--- src/rtl/fetch_unit.sv ---
// rtl/fetch_unit.sv - instruction fetch unit with a small fetch queue and branch/jump redirect
// One-cycle-latency memory; each request's PC travels with it so queue entries carry their own address.
module fetch_unit #(
    parameter int               XLEN     = 64,
    parameter int               ILEN     = 32,
    parameter int               FQ_DEPTH = 4,
    parameter logic [XLEN-1:0]  RESET_PC = 64'h100
) (
    input  logic                          clk,
    input  logic                          rst,
    output logic                          o_mem_req,
    output logic [XLEN-1:0]               o_mem_addr,
    input  logic [ILEN-1:0]               i_mem_rdata,
    input  logic                          i_branch_taken,
    input  logic [XLEN-1:0]               i_branch_target,
    input  logic                          i_jump,
    input  logic [XLEN-1:0]               i_jump_target,
    output logic                          o_valid,
    output logic [ILEN-1:0]               o_instr,
    output logic [XLEN-1:0]               o_pc,
    input  logic                          i_ready,
    output logic [$clog2(FQ_DEPTH):0]     o_fq_count
);

    localparam int PTR_W = $clog2(FQ_DEPTH);
    localparam int CNT_W = PTR_W + 1;
    localparam int OCC_W = CNT_W + 1;

    logic [XLEN-1:0]  fetch_pc_q, fetch_pc_d;
    logic             inflight_q, inflight_d;
    logic [XLEN-1:0]  inflight_pc_q, inflight_pc_d;
    logic [PTR_W-1:0] wr_ptr_q, wr_ptr_d;
    logic [PTR_W-1:0] rd_ptr_q, rd_ptr_d;
    logic [CNT_W-1:0] count_q, count_d;

    logic [ILEN-1:0]  instr_q [FQ_DEPTH];
    logic [XLEN-1:0]  pc_q    [FQ_DEPTH];

    logic             redirect;
    logic [XLEN-1:0]  target;
    logic [XLEN-1:0]  target_aligned;
    logic             pop;
    logic             push;
    logic             mem_req;
    logic [XLEN-1:0]  mem_addr;
    logic [OCC_W-1:0] occ_after;
    logic             room_ok;

    // Branch wins over jump; redirect inputs are meaningless while in reset.
    assign redirect       = ~rst & (i_branch_taken | i_jump);
    assign target         = i_branch_taken ? i_branch_target : i_jump_target;
    assign target_aligned = target & ~XLEN'(3);

    assign o_valid    = ~rst & (count_q != '0) & ~redirect;
    assign o_instr    = instr_q[rd_ptr_q];
    assign o_pc       = pc_q[rd_ptr_q];
    assign o_fq_count = rst ? '0 : count_q;

    assign pop  = o_valid & i_ready;
    assign push = ~rst & inflight_q & ~redirect;

    // Reserve a slot for the outstanding response before issuing another request.
    assign occ_after = {1'b0, count_q} + {{CNT_W{1'b0}}, inflight_q} - {{CNT_W{1'b0}}, pop};
    assign room_ok   = occ_after < OCC_W'(FQ_DEPTH);

    assign mem_req    = ~rst & (redirect | room_ok);
    assign mem_addr   = redirect ? target_aligned : fetch_pc_q;
    assign o_mem_req  = mem_req;
    assign o_mem_addr = mem_addr;

    always_comb begin
        fetch_pc_d    = fetch_pc_q;
        inflight_d    = mem_req;
        inflight_pc_d = inflight_pc_q;
        wr_ptr_d      = wr_ptr_q;
        rd_ptr_d      = rd_ptr_q;
        count_d       = count_q;
        if (mem_req) begin
            inflight_pc_d = mem_addr;
            fetch_pc_d    = mem_addr + XLEN'(4);
        end
        if (redirect) begin
            wr_ptr_d = '0;
            rd_ptr_d = '0;
            count_d  = '0;
        end else begin
            if (push) begin
                wr_ptr_d = wr_ptr_q + 1'b1;
            end
            if (pop) begin
                rd_ptr_d = rd_ptr_q + 1'b1;
            end
            count_d = count_q + CNT_W'(push) - CNT_W'(pop);
        end
    end

    always_ff @(posedge clk) begin
        if (rst) begin
            fetch_pc_q    <= RESET_PC;
            inflight_q    <= 1'b0;
            inflight_pc_q <= RESET_PC;
            wr_ptr_q      <= '0;
            rd_ptr_q      <= '0;
            count_q       <= '0;
        end else begin
            fetch_pc_q    <= fetch_pc_d;
            inflight_q    <= inflight_d;
            inflight_pc_q <= inflight_pc_d;
            wr_ptr_q      <= wr_ptr_d;
            rd_ptr_q      <= rd_ptr_d;
            count_q       <= count_d;
        end
    end

    // Queue storage needs no reset: count_q gates every read.
    always_ff @(posedge clk) begin
        if (push) begin
            instr_q[wr_ptr_q] <= i_mem_rdata;
            pc_q[wr_ptr_q]    <= inflight_pc_q;
        end
    end

endmodule

--- config.mk ---
export PLATFORM = sky130hd
export DESIGN_NAME = fetch_unit
export DESIGN_NICKNAME = d
export VERILOG_FILES = /design/src/rtl/fetch_unit.sv
export SDC_FILE = /design/constraint.sdc
export NUM_CORES = 1
export LEC_CHECK = 0
export CORE_ASPECT_RATIO = 1.25
export CORE_UTILIZATION = 49
export DETAILED_ROUTE_END_ITERATION = 7
export PLACE_DENSITY = 0.89
export SETUP_SLACK_MARGIN = 0.4
export SLEW_MARGIN = 30
export SYNTH_ARGS = -nofsm -noshare
export SYNTH_HDL_FRONTEND = slang
export SYNTH_SLANG_ARGS = --single-unit
--- constraint.sdc ---
create_clock -name clk -period 8 [get_ports clk]
set_clock_uncertainty 0.1 [all_clocks]
set_input_delay 2 -clock clk [delete_from_list [all_inputs] [get_ports clk]]
set_output_delay 2 -clock clk [all_outputs]
set_load 0.01 [all_outputs]
==> results of run 1 <==
layout make-up:
| class | instances | area [um^2] | area share, % |
|---|---|---|---|
| Timing Repair Buffer | 379 | 3700 | 13.7 |
| Sequential cell | 520 | 14300 | 52.9 |
| Antenna cell | 1 | 2.50 | 0.00928 |
| Multi-Input combinational cell | 730 | 6390 | 23.7 |
| Inverter | 73 | 274 | 1.02 |
| Tap cell | 565 | 707 | 2.62 |
| Clock inverter | 20 | 235 | 0.872 |
| Clock buffer | 70 | 1410 | 5.22 |
per-stage QoR:
stage / total power, mW / hold WS, ps / utilization (%) / worst slack, ps
3_3_place_gp: 3.55 / 350 / 58.8 / 130
6_report: 5.88 / 366 / 62.8 / 529
4_1_cts: 5.90 / 369 / 62.7 / 465
5_1_grt: 6.04 / 391 / 62.8 / 429
3_5_place_dp: 3.57 / 359 / 58.9 / 58.9
2_1_floorplan: 3.28 / 336 / - / 420
flip-flops by register name (all words and copies together) (netlist names), named ones only:
signal,count
count_q,3
fetch_pc_q,64
inflight_pc_q,62
inflight_q,1
instr_q,128
pc_q,256
rd_ptr_q,2
wr_ptr_q,2
power by group through the flow:
stage	Clock, mW	Combinational [mW]	Sequential (mW)
finish	2.35	0.516	3.01
global route	2.48	0.544	3.02
CTS	2.38	0.512	3.01
detailed placement	0	0.505	3.07
global placement	0	0.496	3.06
floorplan	0	0.233	3.05
final timing paths:
kind,to,slack [ps],cells past startpoint
worst max-delay path,o_mem_req,530,14
worst min-delay path,fetch_pc_q[56],370,2
worst max register to register,fetch_pc_q[34],3680,15
worst min register to register,fetch_pc_q[56],370,2
metal layers:
| layer | share of wire, % | global-route usage (%) | vias up |
|---|---|---|---|
| met4 | 5.3 | 13.8 | 2 |
| met3 | 8.0 | 4.73 | 166 |
| met1 | 37 | 31.4 | 7025 |
| li1 | - | - | 6130 |
| met5 | 0.026 | 0 | - |
| met2 | 50 | 42.8 | 780 |
cell usage in the layout (no fill, tap or decap), drive strengths merged, types with 4 or more instances in the layout:
master,synthesis,routed
edfxtp,384,384
clkdlybuf4s50,0,322
dfxtp,136,136
nor2,122,122
mux4,96,96
nand2,76,76
inv,73,76
clkbuf,54,70
buf,37,56
a211oi,50,50
xnor2,49,49
o21ai,34,34
a22o,28,28
a21oi,23,23
nand3,19,19
o221ai,17,17
nor3b,16,16
a221oi,16,16
nor3,15,15
nor4,14,14
a222oi,12,12
or4b,12,12
xor2,11,11
clkinv,0,11
ha,10,10
or2,10,10
and2,9,9
nand4,9,9
o22ai,8,8
and3,8,8
or3b,7,7
nor2b,7,7
or3,7,7
nand2b,6,6
mux2i,5,5
and4,5,5
bufinv,0,5
nor4b,4,4
timing repair:
item	CTS	global route
resized for setup	3	1
endpoints found under the setup margin	1	1
setup buffers	0	0
cells in the mapped netlist (all sizes together) (8+ instances only):
master / count
nand2: 76
a211oi: 50
nand3: 19
or4b: 12
a222oi: 12
buf: 37
and2: 9
nand4: 9
o21ai: 34
a22o: 28
edfxtp: 384
ha: 10
nor3b: 16
a221oi: 16
nor3: 15
nor4: 14
mux4: 96
and3: 8
o22ai: 8
xnor2: 49
nor2: 122
a21oi: 23
xor2: 11
or2: 10
inv: 73
clkbuf: 54
o221ai: 17
dfxtp: 136
logic make-up (layout without fill, tap and decap cells):
group	Yosys count	after routing
AO/OA/AOI/OAI	204	204
flip-flops	520	520
multiplexers	101	101
AND/OR/NAND/NOR	354	354
adder cells (fa/ha/maj)	11	11
other	0	1
XOR/XNOR	60	60
buffers and inverters	164	542
critical path, cell delays in order:
cell and delay (ps):
sky130_fd_sc_hd__clkdlybuf4s50_1 480, sky130_fd_sc_hd__or3_4 470, sky130_fd_sc_hd__a31oi_4 170, sky130_fd_sc_hd__and2_4 160
sky130_fd_sc_hd__ha_1 130, sky130_fd_sc_hd__inv_1 40, sky130_fd_sc_hd__ha_1 260, sky130_fd_sc_hd__and3b_1 190
sky130_fd_sc_hd__or4b_2 630, sky130_fd_sc_hd__o21ai_1 180, sky130_fd_sc_hd__or2_4 180, sky130_fd_sc_hd__nand2_2 60
sky130_fd_sc_hd__inv_2 130, sky130_fd_sc_hd__dlygate4sd2_1 290
==> summary.txt, run 1 <==
Synth
  – Compound-gate portion of the synthesized area: ~7.3%
  – Cell area after synthesis: 21300 um^2
  – Nets in the synthesized netlist: 1590
  – Yosys warnings: 0
  – Main area contributors after synthesis: sky130_fd_sc_hd__edfxtp_1 (54%), sky130_fd_sc_hd__dfxtp_1 (13%), sky130_fd_sc_hd__mux4_2 (10%)
  – Count of different cell masters after synthesis: roughly 70
  – Gate count of the mapped netlist: roughly 1400
  – Count of flip-flops with a built-in enable after synthesis: roughly 380
  – Area share of the largest cell type after synthesis: a little over half
  – Adder-cell area share of the yosys netlist: less than 1%
  – Per-instance average area after synthesis: roughly 15 um^2
  – Synth Flop Type: sky130_fd_sc_hd__edfxtp_1
  – Fraction of registers with async set/reset: 0%
  – Mux cell area share after synthesis: 10.4%
  – Dominant combinational cell family by area after synthesis: multiplexers
  – Area share of and/or/nand/nor cells after synthesis: between 8 and 9%
  – Yosys top cell by area: sky130_fd_sc_hd__edfxtp_1
  – Count of state elements after synthesis: 520
  – Sequential element share of the synthesized area: 67.0%
  – Post-Synth XOR/XNOR Area: roughly 2.5%

Timing
  – Setup repair after global routing missed its margin: no
  – Count of endpoints failing hold in the final timing report: 0
  – Final setup violation count: 0
  – Final critical path time including I/O delays and setup: 7470 ps
  – Normalized max-slew margin: between 30% and 40%
  – Fraction of the cycle the final worst path needs: around 93%
  – Post-route setup TNS: 0 ps
  – Final slew viol count: 0
  – Transition time at the pin with the least slew margin: roughly 970 ps
  – Achievable frequency: roughly 0.13 GHz

CTS
  – CTS tree: yes
  – Clock insertion delay at the later pin of the skew report: around 570 ps
  – Clk slew on worst S/H paths: 60 ps
  – Clock tree root buffer cell: sky130_fd_sc_hd__clkbuf_16
  – Hold-fix buffers at CTS: 0
  – Max Buffers Root-to-Sink: 3
  – Clk sinks: 520
  – Total CTS buffers: between 40 and 50
  – Number of H-tree levels: 2

Setup path
  – Worst Setup End Kind: output pin
  – Worst setup path start: i_jump
  – Critical-path maximum fanout: 2
  – Critical path launch point type: input pin
  – Worst r2r src: count_q[1]
  – WP data arrival: 5370 ps
  – Type of the worst setup path: input pin to output pin
  – Data required time of the critical path: just under 6000 ps

Floorplanning
  – Area enclosed by the die boundary: approximately 44000 um^2
  – Number of ports placed on the die boundary: 330
  – Rows: 85
  – Initial standard-cell utilization of the core: 49.5%
  – Core area: 43000 um^2
  – Width of the die: approximately 190 um
  – Die Span Y: roughly 230 um

Power and ir drop
  – Leakage power: just over 9 nW
  – Internal cell power: between 4 and 5 mW
  – Clock share of power: ~40%
  – Power share of the combinational group: between 8 and 9%
  – PD cells: 218 nW/um^2
  – Sw power: between 1 and 1.5 mW
  – Worst vdd ir: ~150 uV
  – Switching power share of the total: around 22%
  – Sequential share of power: about half

Route
  – Remaining number of nets flagged by the antenna check after routing: 0
  – Avg WL per Cell: between 20 and 25 um
  – DRC errors left: 0
  – Drt total wl: ~57000 um
  – Initial detailed-routing violation count: approximately 1000
  – Overall via count from detail_route: 14100
  – Via density per instance: ~6.0
  – Detailed Routing Iterations Pass 1: 6

Global route
  – Grt ovf: 0
  – Combined global-route utilization of all metal layers: between 20% and 30%
  – Initial antenna violation count: 2
  – Wire length of the first global-routing pass: around 85000 um
  – Maximum number of pins on one net before global-route repair: around 150
  – Vias in the first global route: between 10000 and 15000

Placed design
  – Post-DP Area: about 25000 um^2
  – Cell total after placement: 2266
  – Placer Congestion: ~0.87
  – Count of buffers from port buffering: approximately 330
  – Placed wire-length estimate after detailed placement: about 37000 um

Min path
  – Path class of the lowest-slack min-delay path: register to register
  – HP Start: fetch_pc_q[56]

Finish
  – Share of cells above drive strength 1: about 16%
  – Final Non-Filler Cells: ~2400
  – Layout-stage area growth over the synthesis result: 26.8%
  – Post-route cell area: ~27000 um^2
  – Nets: between 1500 and 2000
  – Number of fillers in the final layout: ~3000

Run status
  – Run status: finished clean

Flow run
  – Max-cap violations: 0
Power figures use the tool's default switching activity.
==> run 2, diff against run 1 <==
--- a/config.mk
+++ b/config.mk
@@ -9,6 +9,7 @@
 export CORE_UTILIZATION = 49
 export DETAILED_ROUTE_END_ITERATION = 7
 export PLACE_DENSITY = 0.89
+export REMOVE_ABC_BUFFERS = 1
 export SETUP_SLACK_MARGIN = 0.4
 export SLEW_MARGIN = 30
 export SYNTH_ARGS = -nofsm -noshare
==> run 2 against run 1 <==
Net effect:
- fmax hardly changed
- flip-flop and latch count did not move
- cell area grew 0.24%
- critical path depth is the same
- hold slack better by 24 ps
- register-to-register slack got worse by 100 ps
- via count shrank 0.42%
- sequential share of layout area shrank 0.12 points
- global-route usage down 0.41 points
- first-iteration DRC count is 2.7% higher
- count of clock-buffer cells in the layout fell by 4
- critical path type unchanged
==> summary.txt, run 2 (synthesized netlist as in run 1, its figures left out) <==
Finish
  – Nets: 1922 (-0.31%)
  – Core Util, Final: 62.9% (+0.15 points)
  – Most common cell after layout, fill and taps aside: sky130_fd_sc_hd__edfxtp_1
  – Flip-flop count of the largest register after layout: 256 (unchanged)
  – Register with the highest flop count: pc_q
  – Share of cells above drive strength 1: 16.3% (+0.10 points)
  – Top Registers: pc_q: 256 flops, instr_q: 128 flops, fetch_pc_q: 64 flops
  – Commonest cells after routing, fill and taps aside: sky130_fd_sc_hd__edfxtp_1 (384), sky130_fd_sc_hd__clkdlybuf4s50_1 (322), sky130_fd_sc_hd__dfxtp_1 (134)
  – Post-route cell area: 27000 um^2 (+0.24%)
  – Layout-stage area growth over the synthesis result: 27.1%

Timing
  – Fraction of the cycle the final worst path needs: 93.4% (about the same)
  – Final setup violation count: 0 (unchanged)
  – Setup repair after global routing missed its margin: no
  – Final slew viol count: 0 (unchanged)
  – Transition time at the pin with the least slew margin: 901 ps (-69.8 ps)
  – Normalized max-slew margin: 40.0% (+4.7 points)
  – Achievable frequency: 0.134 GHz (about the same)
  – Count of endpoints failing hold in the final timing report: 0 (unchanged)
  – Final critical path time including I/O delays and setup: 7470 ps (+0.974 ps)
  – Hold slack final: 390 ps (+24.1 ps)
  – Post-route setup TNS: 0 ps (unchanged)

Global route
  – Vias in the first global route: 14300 (-1.2%)
  – Combined global-route utilization of all metal layers: 25.2% (-0.41 points)
  – Maximum number of pins on one net before global-route repair: 153 (unchanged)
  – Grt ovf: 0 (unchanged)
  – Initial antenna violation count: 1 (-1)
  – Wire length of the first global-routing pass: 83900 um (-1.6%)

Placed design
  – Post-DP Area: 25200 um^2 (-0.27%)
  – Placed wire-length estimate after detailed placement: 36000 um (-2.9%)
  – Placer Congestion: 0.902 (+4.1%)
  – Count of buffers from port buffering: 325 (unchanged)

Setup path
  – WP data arrival: 5370 ps (about the same)
  – Worst setup slack for register-to-register paths: 3580 ps (-100 ps)
  – Type of the worst setup path: input pin to output pin
  – Worst Setup End Kind: output pin
  – Data required time of the critical path: 5900 ps (about the same)
  – Critical path launch point type: input pin
  – Critical-path maximum fanout: 5 (+3)

Run status
  – Run status: finished clean

CTS
  – Clk sinks: 520 (unchanged)
  – Total CTS buffers: 50 (+4.2%)
  – CTS tree: yes
  – Number of H-tree levels: 2 (unchanged)
  – Max Buffers Root-to-Sink: 3 (unchanged)
  – Clock insertion delay at the later pin of the skew report: 570 ps (about the same)
  – Clk slew on worst S/H paths: 60 ps (about the same)
  – Clock tree root buffer cell: sky130_fd_sc_hd__clkbuf_16

Power and ir drop
  – Final Power: 5.96 mW (+1.4%)
  – Leakage power: 9.10 nW (about the same)
  – PD cells: 221 nW/um^2 (+1.2%)
  – Worst vdd ir: 142 uV (-2.4%)

Min path
  – Path class of the lowest-slack min-delay path: register to register

Route
  – Remaining number of nets flagged by the antenna check after routing: 0 (unchanged)
  – Drt total wl: 56100 um (-1.4%)
  – Avg WL per Cell: 23.8 um (-1.1%)
  – Initial detailed-routing violation count: 1059 (+2.7%)
  – Via density per instance: 5.97 (-0.21%)
  – Detailed Routing Iterations Pass 1: 5 (-1)
  – DRC errors left: 0 (unchanged)
  – Overall via count from detail_route: 14000 (-0.42%)

Floorplanning
  – Die Span Y: 235 um (unchanged)
  – Rows: 85 (unchanged)
  – Area enclosed by the die boundary: 44300 um^2 (unchanged)
  – Core area: 43000 um^2 (unchanged)
  – Initial standard-cell utilization of the core: 49.5% (unchanged)
  – Number of ports placed on the die boundary: 330 (unchanged)
  – Width of the die: 188 um (unchanged)

Flow run
  – Max-cap violations: 0 (unchanged)
[run 2: repair_timing]
item,CTS,global route
buffers inserted,0,0
setup endpoints to repair,1,1
gates resized for setup,2,2
hold buffers,0,0
[run 2: metrics by stage]
step,setup slack [ps],std cells
detailed placement,156,2257
CTS,500,2350
global placement,208,2256
global route,436,2353
finish,528,2353
floorplan,-911,1323
[run 2: worst paths after layout]
check	startpoint	endpoint	cells past startpoint
worst min-delay path	fetch_pc_q[13]	fetch_pc_q[13]	1
worst max-delay path	i_jump	o_mem_req	14
worst max register to register	count_q[2]	fetch_pc_q[61]	15
worst min register to register	fetch_pc_q[13]	fetch_pc_q[13]	1
[run 2: worst max-delay path, stage by stage]
cell                              delay (ps)
sky130_fd_sc_hd__clkdlybuf4s50_1         430
sky130_fd_sc_hd__or3_1                   430
sky130_fd_sc_hd__a31oi_1                 210
sky130_fd_sc_hd__and2_1                  180
sky130_fd_sc_hd__ha_1                    150
sky130_fd_sc_hd__inv_1                    50
sky130_fd_sc_hd__ha_1                    260
sky130_fd_sc_hd__and3b_1                 240
sky130_fd_sc_hd__or4b_2                  660
sky130_fd_sc_hd__o21ai_2                 100
sky130_fd_sc_hd__or2_4                   140
sky130_fd_sc_hd__nand2_1                  80
sky130_fd_sc_hd__inv_2                   160
sky130_fd_sc_hd__dlygate4sd2_1           290
[run 2: per-layer routing]
layer | wire length [um] | GRT usage [%]
met1 | 21500 | 32.5
met2 | 27400 | 41.6
met4 | 3190 | 13.2
met5 | 0 | 0
met3 | 3900 | 3.21
[run 2: power by group]
part | leakage [nW] | switching, mW | internal [mW]
Sequential | 4.65 | 0.0482 | 2.96
Combinational | 3.61 | 0.255 | 0.252
Clock | 0.843 | 0.995 | 1.45
Total | 9.10 | 1.30 | 4.66
[run 2: cell type report]
cell class | instances | area, um^2
Fill cell | 3031 | 15900
Sequential cell | 520 | 14300
Multi-Input combinational cell | 730 | 6370
Timing Repair Buffer | 371 | 3670
Clock buffer | 66 | 1410
Tap cell | 565 | 707
Clock inverter | 27 | 334
Inverter | 73 | 274
Antenna cell | 1 | 2.50
==> run 3, diff against run 2 <==
--- a/config.mk
+++ b/config.mk
@@ -15,3 +15,4 @@
 export SYNTH_ARGS = -nofsm -noshare
 export SYNTH_HDL_FRONTEND = slang
 export SYNTH_SLANG_ARGS = --single-unit
+export TNS_END_PERCENT = 50
==> results of run 3 <==
Same layout as run 2: the final DEF is identical, and so are final timing and power.
==> edit: new RTL, flow settings as in run 2 <==
Register the input `i_branch_target` before use, cleared by the reset. The logic sees it one clock later. The other inputs are not delayed to match.
--- a/src/rtl/fetch_unit.sv
+++ b/src/rtl/fetch_unit.sv
@@ -28,2 +28,12 @@
 
+    logic [XLEN-1:0] i_branch_target_q;
+
+    always_ff @(posedge clk) begin
+        if (rst) begin
+            i_branch_target_q <= '0;
+        end else begin
+            i_branch_target_q <= i_branch_target;
+        end
+    end
+
     logic [XLEN-1:0]  fetch_pc_q, fetch_pc_d;
@@ -50,3 +60,3 @@
     assign redirect       = ~rst & (i_branch_taken | i_jump);
-    assign target         = i_branch_taken ? i_branch_target : i_jump_target;
+    assign target         = i_branch_taken ? i_branch_target_q : i_jump_target;
     assign target_aligned = target & ~XLEN'(3);
Check against the original RTL: not equivalent (Yosys sat finds a counterexample within 4 cycles, from zero or initial values and one cycle with rst high).
==> edit against run 2 <==
- sequential share of layout area shrank 0.081 points
- design area rose by 8.9%
- worst hold slack worse by 0.028 ns
- routed wire length increased by 11%
- area after synthesis grew 11%
- sequential cell count rose by 62
- total power increased by 7.7%
- setup slack improved by 0.13 ns
- register-to-register slack got worse by 0.18 ns
- critical endpoint unchanged
- largest power group unchanged
==> edit: results (changes against run 2) <==
fillcell total -> 3462 (+14%)
Non-Clock Buffer Count -> 377 (+1.6%)
pre-CTS WS -> 0.4670 ns (+0.3106 ns)
combinational group power -> 550 uW (+8.7%)
status -> finished, final reports clean
share of layout cells above drive strength 1 -> 13.71% (-2.6 points)
final estimated routing congestion in global placement -> 0.8901 (-1.3%)
first drt pass iteration count -> 6 (+1)
total number of tap cells -> 637 (+13%)
largest fanout of any net on the critical path -> 7 (+2)
global-route usage over all layers -> 25.45% (+0.28 points)
top cells by area, synth -> edfxtp_1 (49%), dfxtp_1 (17%), mux4_2 (9.2%)
vias in the first global route -> 15.81k (+10%)
placed wire-length estimate after detailed placement -> 40320 um (+12%)
multi-input logic cell count -> 905 (+24%)
Int Pwr -> 4.973 mW (+6.6%)
net count reported at finish -> 2180 (+13%)
multi-input gate share of total cell area -> 24.87% (+1.3 points)
placed cells -> 2583 (+14%)
mean post-synth cell area -> 13.94 um^2 (-7.3%)
number of clock buffers in the layout -> 77 (+17%)
slew margin rel. -> 37.36% (-2.6 points)
Data arrival, critical path -> 5.25 ns (-0.12 ns)
most frequent cells after synthesis -> edfxtp_1 (384), dfxtp_1 (198), nor2_1 (132)
TritonCTS sink count -> 582 (+12%)
pin count of the biggest net entering global routing -> 159 (+3.9%)
via count -> 15.71k (+12%)
ANT cells -> 8 (+7)
Final clock-cell share -> 5.954% (-0.51 points)
clk_lat worst skew -> 0.61 ns (+0.04 ns)
CTS buffer count -> 53 (+6.0%)
leakage -> 10.15 nW (+11%)
final WL -> 62400 um (+11%)
number of library cell types mapped by synthesis -> 70 (+2.9%)
post-synthesis sequential area ratio -> 65.76% (-1.2 points)
IR drop worst, VDD -> 0.0001685 V (+19%)
Starting DRT DRC Count -> 1359 (+28%)
number of non-clock inverters in the layout -> 85 (+16%)
non-clock buffer share of cell area -> 12.66% (-0.93 points)
edit: final timing paths:
kind                              startpoint                           to  slack [ns]  depth (start not counted)
setup / recovery                      i_jump                    o_mem_req        0.65                         14
hold / removal    fetch_pc_q[3]$_SDFFE_PP0P_   fetch_pc_q[3]$_SDFFE_PP0P_        0.36                          2
setup reg to reg       count_q[2]$_SDFF_PP0_  fetch_pc_q[28]$_SDFFE_PP0P_        3.40                         15
hold reg to reg   fetch_pc_q[3]$_SDFFE_PP0P_   fetch_pc_q[3]$_SDFFE_PP0P_        0.36                          2
edit: cells by family after synthesis:
logic type                 after synthesis  synth area share [%]
AOI/OAI and AO/OA                      198                 6.346
xor gates and xnor gates                35                 1.301
adders and majority gates               11                0.6160
buffers and inverters                  203                 3.494
DFF                                    582                 65.76
muxes                                  119                 10.20
and+or+nand+nor                        542                 12.28
edit: per-layer routing:
metal / track usage [%] / vias up / routed length, um
li1: - / 7016 / -
met1: 30.57 / 7746 / 23200
met2: 41.94 / 757 / 30810
met3: 4.937 / 187 / 4775
met4: 16.30 / 4 / 3576
met5: 0 / - / 26
edit: worst max-delay path, stage by stage:
cell	delay (ns)
clkdlybuf4s50_1	0.42
nor2_1	0.17
nand2_2	0.15
a31oi_2	0.19
and2_4	0.19
ha_1	0.13
inv_1	0.04
ha_1	0.26
and3b_1	0.19
or4_1	0.55
o311ai_4	0.12
nand2_1	0.17
inv_1	0.10
clkdlybuf4s50_1	0.53
edit: per-stage QoR:
stage / setup TNS [ns] / utilization, %
after global placement: 0 / 58.23
final: 0 / 62.20
after global routing: 0 / 62.20
after CTS: 0 / 61.99
after floorplan: -570.10 / -
after detailed placement: 0 / 58.29
edit: repair_timing:
| item | in CTS | in global routing |
|---|---|---|
| setup endpoints to repair | 0 | 1 |
| resized for setup | 0 | 3 |
| hold buffers | 0 | 0 |
